===== src/rtl/id_ex_pkg.sv =====
// Shared definitions for the ID/EX pipeline register: width defaults,
// control-word bit positions and a packed view of the control word.
package id_ex_pkg;

    localparam int unsigned DEF_DATA_W = 32;
    localparam int unsigned DEF_REG_W  = 5;
    localparam int unsigned DEF_CTRL_W = 10;

    localparam int unsigned CTRL_REG_WRITE  = 0;
    localparam int unsigned CTRL_MEM_READ   = 1;
    localparam int unsigned CTRL_MEM_WRITE  = 2;
    localparam int unsigned CTRL_MEM_TO_REG = 3;
    localparam int unsigned CTRL_ALU_SRC    = 4;
    localparam int unsigned CTRL_REG_DST    = 5;
    localparam int unsigned CTRL_BRANCH     = 6;
    localparam int unsigned CTRL_JUMP       = 7;
    localparam int unsigned CTRL_ALU_OP_LSB = 8;

    localparam int unsigned CNT_W   = 16;
    localparam logic [CNT_W-1:0] CNT_MAX = '1;

    typedef struct packed {
        logic [1:0] alu_op;
        logic       jump;
        logic       branch;
        logic       reg_dst;
        logic       alu_src;
        logic       mem_to_reg;
        logic       mem_write;
        logic       mem_read;
        logic       reg_write;
    } ctrl_word_t;

    function automatic logic [CNT_W-1:0] sat_inc(input logic [CNT_W-1:0] v);
        return (v == CNT_MAX) ? v : v + 1'b1;
    endfunction

endpackage


===== src/rtl/id_ex_hazard_detect.sv =====
// Load-use hazard detection: a load in EX whose destination feeds the
// instruction currently in decode. Purely combinational.
module id_ex_hazard_detect #(
    parameter int unsigned REG_W = 5
) (
    input  logic             id_valid_i,
    input  logic [REG_W-1:0] id_rs_i,
    input  logic [REG_W-1:0] id_rt_i,
    input  logic             ex_valid_i,
    input  logic             ex_mem_read_i,
    input  logic [REG_W-1:0] ex_rt_i,
    output logic             hazard_o
);

    logic rt_nonzero;
    logic rt_match;

    // Register $0 is hard-wired, so a load targeting it never creates a dependency.
    assign rt_nonzero = (ex_rt_i != '0);
    assign rt_match   = (ex_rt_i == id_rs_i) || (ex_rt_i == id_rt_i);
    assign hazard_o   = id_valid_i && ex_valid_i && ex_mem_read_i && rt_nonzero && rt_match;

endmodule


===== src/rtl/id_ex_stage.sv =====
// ID/EX pipeline register with flush, downstream stall, load-use bubble
// insertion and a saturating bubble counter.
module id_ex_stage
    import id_ex_pkg::*;
#(
    parameter int unsigned DATA_W = DEF_DATA_W,
    parameter int unsigned REG_W  = DEF_REG_W,
    parameter int unsigned CTRL_W = DEF_CTRL_W
) (
    input  logic              clk,
    input  logic              reset,
    input  logic              id_valid,
    input  logic [CTRL_W-1:0] id_ctrl,
    input  logic [REG_W-1:0]  id_rs,
    input  logic [REG_W-1:0]  id_rt,
    input  logic [REG_W-1:0]  id_rd,
    input  logic [DATA_W-1:0] id_data_a,
    input  logic [DATA_W-1:0] id_data_b,
    input  logic [DATA_W-1:0] id_imm,
    input  logic [5:0]        id_funct,
    input  logic [25:0]       id_jtarget,
    input  logic              ex_flush,
    input  logic              ex_stall,
    output logic              stall_if_id,
    output logic              ex_valid,
    output logic [CTRL_W-1:0] ex_ctrl,
    output logic [REG_W-1:0]  ex_rs,
    output logic [REG_W-1:0]  ex_rt,
    output logic [REG_W-1:0]  ex_rd,
    output logic [DATA_W-1:0] ex_data_a,
    output logic [DATA_W-1:0] ex_data_b,
    output logic [DATA_W-1:0] ex_imm,
    output logic [5:0]        ex_funct,
    output logic [25:0]       ex_jtarget,
    output logic [15:0]       bubble_count
);

    logic              valid_q,   valid_d;
    logic [CTRL_W-1:0] ctrl_q,    ctrl_d;
    logic [REG_W-1:0]  rs_q,      rs_d;
    logic [REG_W-1:0]  rt_q,      rt_d;
    logic [REG_W-1:0]  rd_q,      rd_d;
    logic [DATA_W-1:0] data_a_q,  data_a_d;
    logic [DATA_W-1:0] data_b_q,  data_b_d;
    logic [DATA_W-1:0] imm_q,     imm_d;
    logic [5:0]        funct_q,   funct_d;
    logic [25:0]       jtarget_q, jtarget_d;
    logic [CNT_W-1:0]  bubble_q,  bubble_d;
    logic              hazard;

    id_ex_hazard_detect #(
        .REG_W (REG_W)
    ) u_hazard (
        .id_valid_i    (id_valid),
        .id_rs_i       (id_rs),
        .id_rt_i       (id_rt),
        .ex_valid_i    (valid_q),
        .ex_mem_read_i (ctrl_q[CTRL_MEM_READ]),
        .ex_rt_i       (rt_q),
        .hazard_o      (hazard)
    );

    // A flush already squashes the decode slot, so it never needs to freeze fetch.
    assign stall_if_id = reset && !ex_flush && (ex_stall || hazard);

    always_comb begin
        valid_d   = valid_q;
        ctrl_d    = ctrl_q;
        rs_d      = rs_q;
        rt_d      = rt_q;
        rd_d      = rd_q;
        data_a_d  = data_a_q;
        data_b_d  = data_b_q;
        imm_d     = imm_q;
        funct_d   = funct_q;
        jtarget_d = jtarget_q;
        bubble_d  = bubble_q;
        if (ex_flush) begin
            valid_d = 1'b0;
            ctrl_d  = '0;
        end else if (ex_stall) begin
            // hold everything
        end else if (hazard) begin
            valid_d  = 1'b0;
            ctrl_d   = '0;
            bubble_d = sat_inc(bubble_q);
        end else begin
            valid_d   = id_valid;
            ctrl_d    = id_valid ? id_ctrl : '0;
            rs_d      = id_rs;
            rt_d      = id_rt;
            rd_d      = id_rd;
            data_a_d  = id_data_a;
            data_b_d  = id_data_b;
            imm_d     = id_imm;
            funct_d   = id_funct;
            jtarget_d = id_jtarget;
        end
    end

    always_ff @(posedge clk or negedge reset) begin
        if (!reset) begin
            valid_q   <= 1'b0;
            ctrl_q    <= '0;
            rs_q      <= '0;
            rt_q      <= '0;
            rd_q      <= '0;
            data_a_q  <= '0;
            data_b_q  <= '0;
            imm_q     <= '0;
            funct_q   <= '0;
            jtarget_q <= '0;
            bubble_q  <= '0;
        end else begin
            valid_q   <= valid_d;
            ctrl_q    <= ctrl_d;
            rs_q      <= rs_d;
            rt_q      <= rt_d;
            rd_q      <= rd_d;
            data_a_q  <= data_a_d;
            data_b_q  <= data_b_d;
            imm_q     <= imm_d;
            funct_q   <= funct_d;
            jtarget_q <= jtarget_d;
            bubble_q  <= bubble_d;
        end
    end

    assign ex_valid     = valid_q;
    assign ex_ctrl      = ctrl_q;
    assign ex_rs        = rs_q;
    assign ex_rt        = rt_q;
    assign ex_rd        = rd_q;
    assign ex_data_a    = data_a_q;
    assign ex_data_b    = data_b_q;
    assign ex_imm       = imm_q;
    assign ex_funct     = funct_q;
    assign ex_jtarget   = jtarget_q;
    assign bubble_count = bubble_q;

endmodule


===== config.mk =====
export PLATFORM = sky130hd
export DESIGN_NAME = id_ex_stage
export DESIGN_NICKNAME = d
export VERILOG_FILES = /design/src/rtl/id_ex_pkg.sv /design/src/rtl/id_ex_hazard_detect.sv /design/src/rtl/id_ex_stage.sv
export SDC_FILE = /design/constraint.sdc
export NUM_CORES = 1
export LEC_CHECK = 0
export BUFFER_PORTS_ARGS = -buffer_cell sky130_fd_sc_hd__buf_2
export CAP_MARGIN = 20
export CORE_AREA = 2 2 127 129
export DETAILED_ROUTE_END_ITERATION = 7
export DIE_AREA = 0 0 129 131
export PLACE_DENSITY = 0.76
export SLEW_MARGIN = 40
export SYNTH_ARGS = -nofsm -noshare
export SYNTH_HDL_FRONTEND = slang
export SYNTH_SLANG_ARGS = --single-unit
export TNS_END_PERCENT = 1

===== constraint.sdc =====
create_clock -name clk -period 4.45 [get_ports clk]
set_input_delay 0.2225 -clock clk [delete_from_list [all_inputs] [get_ports clk]]
set_output_delay 0.2225 -clock clk [all_outputs]
set_load 0.02 [all_outputs]

==> results.yml <==
routing:
  drt_iter0_drc: 207
  drtPass1Iterations: 4
  drc: 0
  dr_total_vias: 4775
  vias_per_cell: 4.76
  routedWlPerCell_um: 16.1
  postRouteAntennaNets: 0
  routed_wl_um: 16200
synth:
  synthFlopType: "dfrtp_1"
  synthArstFlopShare: 1.00
  synthesis.nets: 600
  synthCells: 441
  synth_top_area_frac: 0.629
  synth_area_sq_mm: 0.00676
  seq_area_frac_synth: 0.629
  yosysUniqueCellTypes: 34
  avgSynthCellArea_sq_um: 15.3
  synth-seq-cells: 170
  ys.warnings.count: 0
  synth_area_leaders: "dfrtp_1 (63%), mux2_2 (12%), mux2_1 (12%), xnor2_1 (3.0%), a32o_1 (1.3%)"
  synth_edf_count: 0
  synth_area_leader_cell: "dfrtp_1"
sta:
  rsz0062_at_grt: "false"
  drv_slew: 0
  finalSetupViolCount: 0
  fmax_ghz: 0.373
  period_minus_slack_ns: 2.68
  whs_ns: 0.0194
  finalSetupTns_ns: 0
  worstMarginPinSlew_ns: 0.822
  slew_headroom: 0.452
  finClkSkew_ns: 0.00878
  finalHoldViolCount: 0
  finalCritPeriodShare: 0.602
place:
  place.port_buffers: 328
  gp_congestion: 0.828
  hpwlAfterDp_um: 11900
  place_area_sq_mm: 0.00858
die:
  initial_core_util: 0.433
  coreArea_sq_mm: 0.0156
  ios: 329
  dieWidth_um: 129
  die_h_um: 131
  die_area_sq_mm: 0.0169
  rows: 46
final_layout:
  fillers: 1299
  final_nets: 933
  multi_input_area_sq_mm: 0.00236
  drive_gt1_frac: 0.559
  design_area_sq_mm: 0.00919
  layout.area.seq_sq_mm: 0.00425
  layout_commonest_cell: "buf_2"
  mostFrequentLayoutCells: "buf_2 (327), dfrtp_1 (170), mux2_2 (74)"
  syn_to_final_growth_pct: 36.0
worst_setup_path:
  critPathKind: "reg -> reg"
  cp.arrival_ns: 2.97
  end_kind: "flip-flop"
  path_max_fanout: 143
  cp.required_ns: 4.74
  start_kind: "flip-flop"
hold_path:
  hold_class: "in -> reg"
clock_tree:
  cts_tree: "built"
  clock_sinks: 170
  clk_pin_slew_worst_paths_ns: 0.07
  worstSkewPairLatency_ns: 0.42
  cts_root_buf: "clkbuf_16"
  cts-buffers-inserted: 17
  cts_max_level: 4
  clockBufferDepth: 2
grt:
  antenna_found_initial: 2
  grt_usage: 0.185
  grt_first_pass_wirelength_um: 24000
  gr-total-overflow: 0
  grt_max_degree: 144
  grt_pass1_vias: 4726
power:
  power.leakage_nw: 4.48
  ir_worst_vdd_mv: 0.280
  power_density_mw_per_mm2: 451
outcome:
  status: "finished, final reports clean"
flow_run:
  drv_cap: 0
## Yosys cell counts, types with 4 or more instances
cell type / n
clkbuf_1: 4
and3_1: 4
buf_6: 8
nor2b_1: 10
mux2_1: 70
dfrtp_1: 170
buf_2: 7
nand4_1: 9
xnor2_1: 23
nor2_1: 7
nand2_1: 6
mux2_2: 74
a32o_1: 9
nand3_1: 11
## critical path, stage by stage, from the launching register on
cell and delay (ns):
dfrtp_1 0.43, or4_1 0.55, o21a_1 0.26, a21oi_4 0.19, buf_12 0.53, mux2_2 0.42
## power breakdown
| part | internal (mW) | switching [mW] |
|---|---|---|
| combinational | 0.343 | 0.489 |
| clock | 0.840 | 0.638 |
| sequential | 1.74 | 0.0987 |
| total | 2.92 | 1.23 |
## timing repair
action / CTS / global route
gates resized for setup: 0 / 0
hold buffers: 1 / 1
endpoints found under the hold margin: 59 / 1
setup buffers: 0 / 0
## sequential cells by signal (all words and copies together) (netlist names)
signal        cells
ex_data_a        32
ex_data_b        32
ex_imm           32
ex_jtarget       26
bubble_count     16
ex_ctrl          10
ex_funct          6
ex_rd             5
ex_rs             5
ex_rt             5
ex_valid          1
## per-stage QoR
stage | setup slack, ns | total power [mW] | util | instances
after floorplan | 2.19 | 2.34 | - | 441
after global placement | 1.89 | 2.69 | 0.550 | 969
after detailed placement | 1.85 | 2.71 | 0.550 | 969
after CTS | 1.82 | 4.20 | 0.588 | 1002
after global routing | 1.69 | 4.34 | 0.589 | 1004
final | 1.77 | 4.15 | 0.589 | 1004
## cells by family after synthesis
logic type,Yosys count,share of synthesized area
adders and majority gates,1,0.00185
buffers and inverters,22,0.0230
xor gates and xnor gates,25,0.0324
muxes,144,0.240
DFF,170,0.629
AOI/OAI and AO/OA,18,0.0224
and+or+nand+nor,61,0.0511
## cell type report
class	count	share of cell area
Clock buffer	18	0.0467
Inverter	2	0.000817
Timing Repair Buffer	334	0.186
Clock inverter	14	0.0174
Multi-Input combinational cell	249	0.256
Tap cell	216	0.0294
Antenna cell	1	0.000272
Sequential cell	170	0.463
## per-layer routing
layer	track usage	up-vias	part of all wire
met5	0	-	0.00080
met4	0.0543	2	0.0089
met2	0.312	194	0.50
li1	-	2250	-
met1	0.225	2313	0.41
met3	0.0684	16	0.080
## path summary, 6_finish.rpt
kind / slack, ns / depth (start not counted) / end / startpoint
worst max-delay path: 1.77 / 5 / ex_jtarget[2] / ex_rt[0]
worst min-delay path: 0.02 / 2 / ex_imm[28] / id_imm[28]
worst max register to register: 1.77 / 5 / ex_jtarget[2] / ex_rt[0]
worst min register to register: 0.48 / 1 / ex_data_b[27] / ex_data_b[27]
max in group asynchronous: 2.94 / 3 / ex_jtarget[13] / reset
min in group asynchronous: 0.36 / 2 / ex_jtarget[25] / reset
Note: power is estimated with default switching activity, not from simulation.
